File: src/rtl/zbt_audio_pkg.sv
// Shared constants and types for the ZBT audio sample path.
//   SAMPLE_W : bits per AC97 sample
//   WORD_W   : ZBT data width (three samples per word)
//   ADDR_W   : ZBT address width
//   READ_LAT : cycles from read issue to valid ZBT read data
package zbt_audio_pkg;

    localparam int SAMPLE_W = 12;
    localparam int WORD_W   = 36;
    localparam int ADDR_W   = 19;
    localparam int READ_LAT = 2;

    // Position of a sample within its three-sample group (0..2).
    typedef logic [1:0] slot_t;

    localparam slot_t SLOT_LAST = 2'd2;

    typedef enum logic {
        MODE_PLAY = 1'b0,
        MODE_REC  = 1'b1
    } mode_t;

    function automatic slot_t next_slot(input slot_t s);
        return (s == SLOT_LAST) ? 2'd0 : s + 2'd1;
    endfunction

endpackage

File: src/rtl/zbt_sample_packer_if.sv
// ZBT SRAM port bundle.
//   master : driven by the sample packer (address, write strobe, write data)
//   slave  : the SRAM side, returns read data
interface zbt_sample_packer_if #(
    parameter int ADDR_W = zbt_audio_pkg::ADDR_W,
    parameter int WORD_W = zbt_audio_pkg::WORD_W
);
    logic [ADDR_W-1:0] ram_addr;
    logic              ram_we;
    logic [WORD_W-1:0] ram_write_data;
    logic [WORD_W-1:0] ram_read_data;

    modport master (
        output ram_addr,
        output ram_we,
        output ram_write_data,
        input  ram_read_data
    );

    modport slave (
        input  ram_addr,
        input  ram_we,
        input  ram_write_data,
        output ram_read_data
    );
endinterface

File: src/rtl/zbt_read_pipe.sv
// Valid-token delay line matching the ZBT read latency.
//   clk        : system clock
//   reset      : asynchronous active-high clear
//   flush      : synchronous clear, drops any in-flight token
//   push       : token enters on the cycle the read address is on the bus
//   data_valid : one-cycle pulse, LAT cycles after push, when read data is valid
module zbt_read_pipe #(
    parameter int LAT = zbt_audio_pkg::READ_LAT
) (
    input  logic clk,
    input  logic reset,
    input  logic flush,
    input  logic push,
    output logic data_valid
);

    logic [LAT-1:0] stage_reg;
    logic [LAT:0]   tap;

    assign tap        = {stage_reg, push};
    assign data_valid = stage_reg[LAT-1];

    always_ff @(posedge clk or posedge reset) begin
        if (reset) begin
            stage_reg <= '0;
        end else if (flush) begin
            stage_reg <= '0;
        end else begin
            stage_reg <= tap[LAT-1:0];
        end
    end

endmodule

File: src/rtl/zbt_sample_packer.sv
// Packs three 12-bit AC97 samples per 36-bit ZBT word in record mode and
// unpacks them in playback, following the address calculator's group cadence.
//   clk, reset  : system clock, asynchronous active-high reset
//   ready       : AC97 sample slot strobe
//   record_mode : 1 = record, 0 = playback; latched on start_song
//   start_song  : restart the group sequence
//   pause_song  : freeze sample acceptance
//   song_done   : end of song, freeze sample acceptance
//   mem_address : current group address from the address calculator
//   from_ac97   : record sample
//   to_ac97     : playback sample
//   ram         : ZBT port (address, write pulse, write data, read data)
module zbt_sample_packer #(
    parameter int SAMPLE_W = zbt_audio_pkg::SAMPLE_W,
    parameter int WORD_W   = zbt_audio_pkg::WORD_W,
    parameter int ADDR_W   = zbt_audio_pkg::ADDR_W,
    parameter int READ_LAT = zbt_audio_pkg::READ_LAT
) (
    input  logic                clk,
    input  logic                reset,
    input  logic                ready,
    input  logic                record_mode,
    input  logic                start_song,
    input  logic                pause_song,
    input  logic                song_done,
    input  logic [ADDR_W-1:0]   mem_address,
    input  logic [SAMPLE_W-1:0] from_ac97,
    output logic [SAMPLE_W-1:0] to_ac97,
    zbt_sample_packer_if.master ram
);

    import zbt_audio_pkg::slot_t;
    import zbt_audio_pkg::mode_t;
    import zbt_audio_pkg::MODE_PLAY;
    import zbt_audio_pkg::MODE_REC;
    import zbt_audio_pkg::next_slot;

    slot_t                 slot_reg;
    mode_t                 mode_reg;
    logic [ADDR_W-1:0]     grp_addr_reg;
    logic [2*SAMPLE_W-1:0] pack_reg;      // slots 0 and 1 waiting for slot 2
    logic [WORD_W-1:0]     rd_buf_reg;
    logic [SAMPLE_W-1:0]   to_ac97_reg;
    logic [ADDR_W-1:0]     ram_addr_reg;
    logic                  ram_we_reg;
    logic [WORD_W-1:0]     ram_write_data_reg;
    logic                  rd_issue_reg;  // high on the cycle the read address is on the bus
    logic                  rd_valid;
    logic                  accept;

    // start_song outranks ready so the calculator and this stage restart together.
    assign accept = ready & ~pause_song & ~song_done & ~start_song;

    assign to_ac97            = to_ac97_reg;
    assign ram.ram_addr       = ram_addr_reg;
    assign ram.ram_we         = ram_we_reg;
    assign ram.ram_write_data = ram_write_data_reg;

    zbt_read_pipe #(.LAT(READ_LAT)) u_read_pipe (
        .clk        (clk),
        .reset      (reset),
        .flush      (start_song),
        .push       (rd_issue_reg),
        .data_valid (rd_valid)
    );

    always_ff @(posedge clk or posedge reset) begin
        if (reset) begin
            slot_reg           <= 2'd0;
            mode_reg           <= MODE_PLAY;
            grp_addr_reg       <= '0;
            pack_reg           <= '0;
            rd_buf_reg         <= '0;
            to_ac97_reg        <= '0;
            ram_addr_reg       <= '0;
            ram_we_reg         <= 1'b0;
            ram_write_data_reg <= '0;
            rd_issue_reg       <= 1'b0;
        end else begin
            ram_we_reg   <= 1'b0;
            rd_issue_reg <= 1'b0;
            if (start_song) begin
                // A partially filled record group is simply abandoned here.
                slot_reg    <= 2'd0;
                mode_reg    <= mode_t'(record_mode);
                pack_reg    <= '0;
                to_ac97_reg <= '0;
            end else begin
                if (rd_valid) begin
                    rd_buf_reg  <= ram.ram_read_data;
                    to_ac97_reg <= ram.ram_read_data[SAMPLE_W-1:0];
                end
                if (accept) begin
                    slot_reg <= next_slot(slot_reg);
                    // The calculator moves on next cycle, so this is the group address.
                    if (slot_reg == 2'd0) begin
                        grp_addr_reg <= mem_address;
                    end
                    if (mode_reg == MODE_REC) begin
                        case (slot_reg)
                            2'd0: pack_reg[SAMPLE_W-1:0]          <= from_ac97;
                            2'd1: pack_reg[2*SAMPLE_W-1:SAMPLE_W] <= from_ac97;
                            2'd2: begin
                                ram_we_reg         <= 1'b1;
                                ram_addr_reg       <= grp_addr_reg;
                                ram_write_data_reg <= {from_ac97, pack_reg};
                            end
                            default: ;
                        endcase
                    end else begin
                        case (slot_reg)
                            2'd0: begin
                                ram_addr_reg <= mem_address;
                                rd_issue_reg <= 1'b1;
                            end
                            2'd1: to_ac97_reg <= rd_buf_reg[2*SAMPLE_W-1:SAMPLE_W];
                            2'd2: to_ac97_reg <= rd_buf_reg[3*SAMPLE_W-1:2*SAMPLE_W];
                            default: ;
                        endcase
                    end
                end
            end
        end
    end

endmodule
File: src/flat_wrapper.sv
// flat-port wrapper written by rule: the top's interface ports become plain ports
module zbt_sample_packer_flat import zbt_audio_pkg::slot_t; import zbt_audio_pkg::mode_t; import zbt_audio_pkg::MODE_PLAY; import zbt_audio_pkg::MODE_REC; import zbt_audio_pkg::next_slot;
#(
    parameter int SAMPLE_W = zbt_audio_pkg::SAMPLE_W,
    parameter int WORD_W   = zbt_audio_pkg::WORD_W,
    parameter int ADDR_W   = zbt_audio_pkg::ADDR_W,
    parameter int READ_LAT = zbt_audio_pkg::READ_LAT
)
  (clk, reset, ready, record_mode, start_song, pause_song, song_done, mem_address, from_ac97, to_ac97, ram_ram_addr, ram_ram_we, ram_ram_write_data, ram_ram_read_data);
  zbt_sample_packer_if #(.ADDR_W(ADDR_W), .WORD_W(WORD_W)) ram_i ();
  input  logic clk;
  input  logic reset;
  input  logic ready;
  input  logic record_mode;
  input  logic start_song;
  input  logic pause_song;
  input  logic song_done;
  input  logic [ADDR_W-1:0] mem_address;
  input  logic [SAMPLE_W-1:0] from_ac97;
  output logic [SAMPLE_W-1:0] to_ac97;
  output wire logic [$bits(ram_i.ram_addr)-1:0] ram_ram_addr;
  output wire logic [$bits(ram_i.ram_we)-1:0] ram_ram_we;
  output wire logic [$bits(ram_i.ram_write_data)-1:0] ram_ram_write_data;
  input wire logic [$bits(ram_i.ram_read_data)-1:0] ram_ram_read_data;
  assign ram_ram_addr = ram_i.ram_addr;
  assign ram_ram_we = ram_i.ram_we;
  assign ram_ram_write_data = ram_i.ram_write_data;
  assign ram_i.ram_read_data = ram_ram_read_data;
  zbt_sample_packer #(.SAMPLE_W(SAMPLE_W), .WORD_W(WORD_W), .ADDR_W(ADDR_W), .READ_LAT(READ_LAT)) u_core (.clk(clk), .reset(reset), .ready(ready), .record_mode(record_mode), .start_song(start_song), .pause_song(pause_song), .song_done(song_done), .mem_address(mem_address), .from_ac97(from_ac97), .to_ac97(to_ac97), .ram(ram_i));
endmodule
File: config.mk
export PLATFORM = sky130hd
export DESIGN_NAME = zbt_sample_packer_flat
export DESIGN_NICKNAME = d
export VERILOG_FILES = /design/src/rtl/zbt_audio_pkg.sv /design/src/rtl/zbt_sample_packer_if.sv /design/src/rtl/zbt_read_pipe.sv /design/src/rtl/zbt_sample_packer.sv /design/src/flat_wrapper.sv
export SDC_FILE = /design/constraint.sdc
export NUM_CORES = 1
export LEC_CHECK = 0
export CELL_PAD_IN_SITES_DETAIL_PLACEMENT = 1
export CELL_PAD_IN_SITES_GLOBAL_PLACEMENT = 2
export CORE_ASPECT_RATIO = 1.1
export CORE_MARGIN = 2
export CORE_UTILIZATION = 28
export DETAILED_ROUTE_END_ITERATION = 6
export DONT_BUFFER_PORTS = 1
export MAX_ROUTING_LAYER = met4
export PLACE_DENSITY_LB_ADDON = 0.25
export REMOVE_ABC_BUFFERS = 1
export SYNTH_ARGS = -nofsm -noshare
export SYNTH_HDL_FRONTEND = slang
export SYNTH_SLANG_ARGS = --single-unit
File: constraint.sdc
create_clock -name clk -period 4.3 [get_ports clk]
set_input_delay 0.645 -clock clk [delete_from_list [all_inputs] [get_ports clk]]
set_output_delay 0.645 -clock clk [all_outputs]
set_load 0.005 [all_outputs]
==> run_results.csv, run 1 <==
group,metric,value,unit
clocking,clk_latency,0.41,ns
worst_hold_path,hold_class,"in2async",
global_route,track_usage,12.85,%
pwr,p_sw_share,23.52,%
place,gp_congestion,0.6831,
logic_synthesis,synth-edff-count,0,
logic_synthesis,syn-mean-instance-area,15.06,um^2
logic_synthesis,synthArstFlopShare,100.0,%
final_layout,diodes,0,
logic_synthesis,synth_flop_cell,"dfrtp_1",
die,fp-row-count,56,
timing,setup_ws,1.697,ns
timing,setup_violations,0,
detailed_routing,drtPass1Iterations,4,
outcome,outcome,"finished clean",
pwr,ir_drop,0.2500,mV
pwr,p_clk_share,41.4,%
detailed_routing,drtIter0Drc,86,
place,dp_slack,1.585,ns
critical_path,endpoint_kind,"flop",
critical_path,worst_ep_required_time,4.59,ns
logic_synthesis,synth_cell_type_count,26,
logic_synthesis,ys_ff_latch,141,
timing,hold_violations,0,
place,dp_cells,663,
logic_synthesis,syn_inst,397,
logic_synthesis,synth_top_cell_by_area,"dfrtp_1",
timing,finClkSkew,0.005522,ns
die,pin_count,142,
global_route,overflow,0,
timing,rsz0062_at_grt,"false",
logic_synthesis,synth_area_leaders,"dfrtp_1, mux2_2, nor2b_1, mux2_4, a221oi_1",
timing,clock.fmax,384.2,MHz
timing,report.final.slew_viol_count,0,
critical_path,critPathLaunchType,"flop",
critical_path,crit_type,"reg2reg",
pwr,comb_power_share,8.7,%
logic_synthesis,syn-cell-area,5981,um^2
clocking,cts.path.max_buffers,2,
clocking,cts_sinks,141,
detailed_routing,routed_wl,13470,um
clocking,post-cts-setup-buffers,0,
clocking,cts_hold_buf,0,
final_layout,area_growth,12.93,%
final_layout,instances_no_fill,693,
final_layout,drive_gt1_share,44.91,%
detailed_routing,routed-via-count,3183,
clocking,htreeDepth,4,
detailed_routing,postRouteAntennaNets,0,
clocking,cts_tree,"yes",
die,die_area,22550,um^2
place,port_buffers,0,
critical_path,crit_fanout,37,
timing,slew_headroom,20.15,%
clocking,clk_pin_slew_worst_paths,0.06,ns
logic_synthesis,synth_top_area_share,59.00,%
die,initial_core_util,28.26,%
final_layout,largest_reg_flops,36,
timing,finalCriticalPeriod,2.603,ns
global_route,antenna_found_initial,0,
critical_path,r2r_setup_slack,1.70,ns
global_route,grt_pass1_vias,3658,
clocking,cts_buffers,17,
timing,fin_crit_sh,60.53,%
die,die_h,157.3,um
die,core,21160,um^2
pwr,power,3.182,mW
timing,tns,0,ns
logic_synthesis,ys_warn_count,0,
die,fp.dieW,143.4,um
final_layout,finalNetCount,471,
clocking,cts_resized,0,
pwr,p_per_area,471.1,nW/um^2
detailed_routing,viasPerCell,4.593,
global_route,grt_max_degree,75,
flow_run,cap_violations,0,
pwr,total_leakage_power,3.017,nW
critical_path,cp_data_arrival_time,2.89,ns
pwr,p_int,2.433,mW
place,hpwl,8908,um
global_route,grt_pass1_wl,21070,um
pwr,pwr-share-seq,49.9,%
detailed_routing,wl_per_cell,19.44,um
clocking,root_buffer,"clkbuf_16",
timing,tightest_slew,1.192,ns
pwr,switching_power,0.7483,mW
logic_synthesis,synth-seq-area-share,59.00,%
detailed_routing,post-route-drc-count,0,
## area by class of cell
cell class                 count  area (um^2)
clock buffer                  23        478.0
clock inverter                 7        41.29
fill                        2234        14410
inverter                       3        16.27
multi-input combinational    225         2297
sequential                   141         3528
tap                          290        362.8
timing repair buffer           4        30.03
## worst paths after layout
kind	end	depth (start not counted)	startpoint
worst max-delay path	u_core.ram.ram_write_data[4]	2	u_core.mode_reg
worst min-delay path	u_core.ram.ram_write_data[28]	1	reset
worst max register to register	u_core.ram.ram_write_data[4]	2	u_core.mode_reg
worst min register to register	u_core.u_read_pipe.stage_reg[1]	1	u_core.u_read_pipe.stage_reg[0]
max in group asynchronous	u_core.grp_addr_reg[2]	2	reset
min in group clk	u_core.to_ac97[9]	1	start_song
## cell usage in the layout, fill, tap and decap left out, drive strengths merged
| cell type | n |
|---|---|
| a211oi | 12 |
| a21boi | 1 |
| a221oi | 12 |
| a22oi | 12 |
| a31oi | 2 |
| and2 | 1 |
| and4b | 1 |
| buf | 4 |
| clkbuf | 23 |
| clkinv | 6 |
| clkinvlp | 1 |
| dfrtp | 141 |
| ha | 5 |
| inv | 3 |
| mux2 | 142 |
| mux2i | 2 |
| nand3b | 2 |
| nor2 | 2 |
| nor2b | 28 |
| nor3b | 1 |
| nor4b | 1 |
| or3b | 1 |
## power by group through the flow
stage	logic [mW]	registers, mW	clock network [mW]
2_1_floorplan	0.239	1.58	0
3_3_place_gp	0.274	1.61	0
3_5_place_dp	0.285	1.61	0
4_1_cts	0.285	1.59	1.37
5_1_grt	0.306	1.61	1.44
6_report	0.277	1.59	1.32
## Yosys cell counts, types with 3 or more instances
cell type	count
mux2_2	132
a22oi_1	12
inv_1	3
mux2_4	10
a221oi_1	12
nor2b_1	28
ha_1	5
buf_4	5
buf_2	8
a211oi_1	12
clkbuf_1	10
dfrtp_1	141
## metal layers
layer / GRT usage (%) / share of wire, %
met4: 5.135 / 1.4
met2: 20.37 / 50
met5: - / 0
met1: 14.80 / 42
met3: 4.776 / 7.0
## critical path: stages (launching register included)
cell     delay (ns)
dfrtp_1        1.03
and4b_2        1.01
mux2_2         0.42
## kinds of logic after synthesis
logic type                 share of synthesized area [%]
buffers and inverters                              2.971
adders and majority gates                          1.046
and+or+nand+nor                                    4.121
muxes                                              27.70
DFF                                                59.00
AOI/OAI and AO/OA                                  5.167
## metrics by stage
stage / area (um^2) / hold WS, ns / util, %
3_3_place_gp: 6235 / 0.4671 / 29.46
3_5_place_dp: 6235 / 0.4550 / 29.46
6_report: 6754 / 0.2132 / 31.92
4_1_cts: 6754 / 0.2268 / 31.92
5_1_grt: 6754 / 0.2434 / 31.92
2_1_floorplan: 5814 / 0.4385 / -
Power figures use the tool's default switching activity.
==> run 2: changes to the inputs <==
==> constraint.sdc (replaced) <==
create_clock -name clk -period 2.65 [get_ports clk]
set_input_delay 0.3975 -clock clk [delete_from_list [all_inputs] [get_ports clk]]
set_output_delay 0.3975 -clock clk [all_outputs]
set_load 0.005 [all_outputs]
==> run 2 against run 1 <==
Against the previous run: worst hold slack worse by 0.16 ns; critical endpoint is now u_core.ram.ram_addr[9]; core utilization up 0.69 points; sequential power up 62%.
==> run_results.csv, run 2 (synthesis results as in run 1) <==
group,metric,value,unit
final_layout,layout_commonest_cell,"dfrtp_1",
detailed_routing,post-route-drc-count,0,
pwr,p_clk_share,42.2,%
pwr,ir_drop,0.4352,mV
clocking,post-cts-setup-buffers,0,
final_layout,drive_gt1_share,46.76,%
pwr,p_int,3.959,mW
critical_path,cp_data_arrival_time,2.40,ns
die,fp.dieW,143.4,um
die,die_h,157.3,um
global_route,grt_max_degree,60,
flow_run,cap_violations,0,
clocking,root_buffer,"clkbuf_16",
die,initial_core_util,28.26,%
final_layout,finish.utilization,32.61,%
critical_path,worst_ep_required_time,2.95,ns
pwr,pwr-share-seq,48.9,%
timing,tightest_slew,0.8973,ns
critical_path,endpoint,"u_core.ram.ram_addr[9]",
timing,slew_headroom,39.99,%
clocking,cts_buffers,17,
pwr,comb_power_share,9.0,%
pwr,total_leakage_power,3.087,nW
clocking,cts_resized,0,
die,fp-row-count,56,
pwr,power,5.264,mW
global_route,antenna_found_initial,1,
critical_path,cp-startpoint,"u_core.slot_reg[0]",
die,core,21160,um^2
clocking,cts_sinks,141,
pwr,switching_power,1.305,mW
place,gp_congestion,0.7058,
timing,clock.fmax,476.5,MHz
clocking,clk_latency,0.41,ns
clocking,htreeDepth,4,
detailed_routing,viasPerCell,4.658,
place,hpwl,9066,um
critical_path,crit_fanout,19,
critical_path,critPathLaunchType,"flop",
critical_path,r2r_setup_slack,0.55,ns
detailed_routing,routed_wl,13910,um
global_route,track_usage,13.27,%
timing,fin_crit_sh,79.19,%
timing,rsz0062_at_grt,"false",
pwr,p_per_area,762.8,nW/um^2
timing,tns,0,ns
final_layout,area_growth,15.38,%
detailed_routing,postRouteAntennaNets,0,
die,die_area,22550,um^2
timing,finalCriticalPeriod,2.098,ns
critical_path,endpoint_kind,"flop",
worst_hold_path,hold_class,"in2reg",
detailed_routing,drtIter0Drc,65,
timing,setup_ws,0.5516,ns
clocking,clk_pin_slew_worst_paths,0.07,ns
detailed_routing,drtPass1Iterations,4,
clocking,cts_tree,"yes",
final_layout,finalNetCount,483,
final_layout,largest_reg_flops,36,
critical_path,ff2ff_path_depth,6,
detailed_routing,routed-via-count,3298,
critical_path,critical-path-max-stage-delay,0.40,ns
global_route,grt_pass1_vias,3669,
timing,report.final.slew_viol_count,0,
final_layout,mostFrequentLayoutCells,"dfrtp_1, mux2_2, nor2b_1",
timing,hold_violations,0,
timing,whs,0.04899,ns
outcome,outcome,"finished clean",
pwr,p_sw_share,24.79,%
critical_path,r2r-end,"u_core.ram.ram_addr[9]",
place,port_buffers,0,
final_layout,num-fill-cells,2226,
place,dp_slack,0.5339,ns
timing,setup_violations,0,
global_route,grt_pass1_wl,21600,um
critical_path,crit_type,"reg2reg",
die,pin_count,142,
critical_path,slowest_stage,"or3b_4",
critical_path,crit_chain,"inv_1, ha_1, or3b_4, a21boi_2, buf_4, mux2_2",
timing,finClkSkew,0.008595,ns
critical_path,r2r_start,"u_core.slot_reg[0]",
clocking,cts.path.max_buffers,2,
detailed_routing,wl_per_cell,19.64,um
global_route,overflow,0,
-- run 2: changes by cell type in the layout (fill, tap and decap cells not counted), sizes merged --
| cell | before | now |
|---|---|---|
| inv | 3 | 6 |
| dlygate4sd3 | 0 | 1 |
| clkinv | 6 | 5 |
| clkbuf | 23 | 21 |
| buf | 4 | 15 |
| diode | 0 | 1 |
| clkinvlp | 1 | 3 |
-- run 2: how the worst min path moves through the flow --
stage / start / to / slack [ns] / cells after the start
floorplan: u_core.rd_issue_reg / u_core.u_read_pipe.stage_reg[0] / 0.44 / 1
global placement: reset / u_core.ram.ram_write_data[22] / 0.36 / 1
detailed placement: reset / u_core.pack_reg[10] / 0.37 / 1
CTS: start_song / u_core.to_ac97[9] / 0.02 / 1
global route: start_song / u_core.to_ac97[9] / 0.02 / 1
finish: start_song / u_core.to_ac97[9] / 0.05 / 1
-- run 2: layout make-up --
cell class	count	area [um^2]	share of cell area (%)
clock buffers	21	460.4	6.673
multi-input cells	225	2297	33.29
diodes	1	2.502	0.03626
well taps	290	362.8	5.258
clock inverters	11	85.08	1.233
repair buffers	16	147.6	2.140
flip-flops and latches	141	3528	51.13
inverters	3	16.27	0.2357
-- run 2: metal layers --
metal,vias up,routed length [um],track usage [%]
met5,-,0,-
met4,0,82,4.482
met3,6,860,4.503
met2,95,7031,21.08
met1,1746,5933,15.84
li1,1451,-,-
-- run 2: through the flow --
step	std cells	cell area (um^2)
after floorplan	369	5814
after global placement	674	6342
after detailed placement	674	6342
after CTS	707	6898
after global routing	708	6900
final	708	6900
-- run 2: timing repair --
item | 4_1_cts | 5_1_grt
hold buffers | 1 | 0
endpoints found under the hold margin | 56 | 0
endpoints found under the setup margin | 0 | 0
-- run 2: worst max-delay path, delay by kind of cell, from the launching register on --
family / cells / cell delay [ns]
simple gates: 1 / 0.40
compound gates: 1 / 0.12
flops: 1 / 0.39
buf+inv: 2 / 0.46
mux: 1 / 0.38
fa+ha+maj: 1 / 0.22
-- run 2: power by group through the flow --
stage,clock [mW],combinational (mW),sequential (mW)
floorplan,0,0.388,2.56
finish,2.22,0.471,2.57
global route,2.42,0.523,2.61
global placement,0,0.459,2.61
detailed placement,0,0.483,2.61
CTS,2.32,0.486,2.58
==> run 3: changes to the inputs <==
==> constraint.sdc (replaced) <==
create_clock -name clk -period 1.9 [get_ports clk]
set_input_delay 0.285 -clock clk [delete_from_list [all_inputs] [get_ports clk]]
set_output_delay 0.285 -clock clk [all_outputs]
set_load 0.005 [all_outputs]
==> run 3 against run 2 <==
Against the previous run: combinational power increased by 60%; total power increased by 50%; clock power increased by 60%; flip-flop and latch count unchanged; sequential power increased by 40%; clock skew decreased by 0.0012 ns; sequential share of layout area decreased by 3.8 points; design area increased by 8.1%; routed wire length increased by 1.7%; setup slack got worse by 0.51 ns; critical endpoint is now u_core.ram.ram_addr[12]; highest routed layer unchanged.
==> run_results.csv, run 3 (synthesis results as in run 1) <==
group,metric,value,unit
pwr,power,7.900,mW
global_route,antenna_found_initial,0,
global_route,gr-usage-met3,4.168,%
critical_path,r2r-end,"u_core.ram.ram_addr[12]",
timing,setup_ws,0.04064,ns
global_route,grt_pass1_wl,21880,um
detailed_routing,routed-via-count,3447,
detailed_routing,drtIter0Drc,89,
detailed_routing,drtPass1Iterations,4,
timing,hold_violations,0,
final_layout,instances_no_fill,748,
critical_path,ff2ff_path_depth,6,
pwr,total_leakage_power,3.337,nW
place,dp_slack,-0.01991,ns
place,hpwl,9125,um
worst_hold_path,hold_depth,1,
final_layout,largest_reg_flops,36,
detailed_routing,post-route-drc-count,0,
critical_path,endpoint_kind,"flop",
clocking,htreeDepth,4,
clocking,root_buffer,"clkbuf_16",
worst_hold_path,hold_class,"in2reg",
clocking,cts_buffers,17,
die,initial_core_util,28.26,%
critical_path,crit_family,"simple AND/OR/NAND/NOR gates",
die,pin_count,142,
global_route,track_usage,13.44,%
die,fp-row-count,56,
final_layout,diodes,0,
pwr,pwr-share-seq,45.4,%
place,gp_congestion,0.7220,
critical_path,crit_type,"reg2reg",
timing,clock.fmax,537.8,MHz
clocking,clk_latency,0.41,ns
critical_path,crit_buf_inv,2,
final_layout,layout_commonest_cell,"dfrtp_1",
critical_path,critical-path-max-stage-delay,0.40,ns
flow_run,cap_violations,0,
timing,finalCriticalPeriod,1.859,ns
timing,tightest_slew,0.7689,ns
pwr,ir_drop,0.5607,mV
global_route,grt_use_met2,22.78,%
final_layout,area_growth,24.67,%
critical_path,crit_fanout,19,
place,dp_cells,681,
timing,report.final.slew_viol_count,0,
pwr,comb_power_share,9.6,%
final_layout,drive_gt1_share,44.76,%
die,die_area,22550,um^2
global_route,use_met1,15.00,%
clocking,cts_tree,"yes",
global_route,overflow,0,
timing,rsz0062_at_grt,"true",
clocking,clk_pin_slew_worst_paths,0.06,ns
global_route,grt_pass1_vias,3913,
timing,setup_violations,0,
critical_path,worst_ep_required_time,2.19,ns
detailed_routing,wl_per_cell,18.91,um
die,die_h,157.3,um
global_route,gr-max-usage-layer,"met2",
critical_path,crit_chain,"inv_2, ha_1, or3b_4, a21boi_4, buf_12, mux2_2",
global_route,grt_max_degree,50,
critical_path,r2r_start,"u_core.slot_reg[0]",
die,fp.dieW,143.4,um
timing,finClkSkew,0.007387,ns
worst_hold_path,hp-start,"mem_address[3]",
timing,tns,0,ns
clocking,post-cts-setup-buffers,0,
pwr,p_per_area,1060,nW/um^2
timing,slew_headroom,48.57,%
detailed_routing,viasPerCell,4.608,
critical_path,slowest_stage,"or3b_4",
die,core,21160,um^2
final_layout,num-fill-cells,2198,
critical_path,cp_data_arrival_time,2.15,ns
outcome,outcome,"finished clean",
final_layout,finalNetCount,524,
place,port_buffers,0,
clocking,cts_sinks,141,
worst_hold_path,hold_end,"u_core.grp_addr_reg[3]",
critical_path,critPathLaunchType,"flop",
detailed_routing,postRouteAntennaNets,0,
pwr,p_int,6.129,mW
critical_path,r2r_setup_slack,0.04,ns
timing,fin_crit_sh,97.86,%
pwr,p_sw_share,22.43,%
pwr,p_clk_share,45.0,%
detailed_routing,routed_wl,14140,um
pwr,switching_power,1.772,mW
clocking,cts.path.max_buffers,2,
final_layout,mostFrequentLayoutCells,"dfrtp_1, mux2_2, dlygate4sd3_1",
## run 3: final cells by class
cell class | count | area [um^2] | area share (%)
inverters | 3 | 16.27 | 0.2182
multi-input cells | 225 | 2306 | 30.93
well taps | 290 | 362.8 | 4.867
clock inverters | 7 | 123.9 | 1.661
flip-flops and latches | 141 | 3528 | 47.32
repair buffers | 57 | 603.1 | 8.089
clock buffers | 25 | 515.5 | 6.914
## run 3: power by group through the flow
stage / logic (mW) / registers (mW) / clock network [mW]
3_3_place_gp: 0.666 / 3.63 / 0
3_5_place_dp: 0.707 / 3.64 / 0
5_1_grt: 0.831 / 3.63 / 3.84
4_1_cts: 0.755 / 3.59 / 3.68
6_report: 0.755 / 3.59 / 3.56
2_1_floorplan: 0.541 / 3.57 / 0
## run 3: timing repair
item / CTS / global route
hold buffers: 25 / 10
endpoints found under the setup margin: 9 / 21
gates resized for setup: 3 / 1
endpoints found under the hold margin: 83 / 10
## run 3: how the worst max path moves through the flow
stage | from | end | slack (ns) | cells past startpoint
2_1_floorplan | reset | u_core.grp_addr_reg[0] | -2.17 | 1
3_3_place_gp | u_core.slot_reg[0] | u_core.ram.ram_addr[12] | 0.03 | 6
3_5_place_dp | u_core.slot_reg[0] | u_core.ram.ram_addr[11] | -0.02 | 6
4_1_cts | u_core.slot_reg[0] | u_core.to_ac97[10] | 0.009 | 6
5_1_grt | u_core.slot_reg[0] | u_core.ram.ram_addr[16] | -0.02 | 6
6_report | u_core.slot_reg[0] | u_core.ram.ram_addr[12] | 0.04 | 6
## run 3: stage by stage
stage / utilization [%] / hold slack [ns] / area, um^2
finish: 35.24 / 0.02285 / 7456
CTS: 34.76 / 0.000009215 / 7355
global placement: 30.52 / 0.2196 / 6457
global route: 35.24 / 0.00004272 / 7456
detailed placement: 30.52 / 0.2251 / 6457
floorplan: - / 0.3506 / 5814
## run 3: per-layer routing
layer	up-vias	wire [um]
li1	1538	-
met1	1807	5918
met2	88	7267
met3	14	761
met4	0	194
met5	-	0
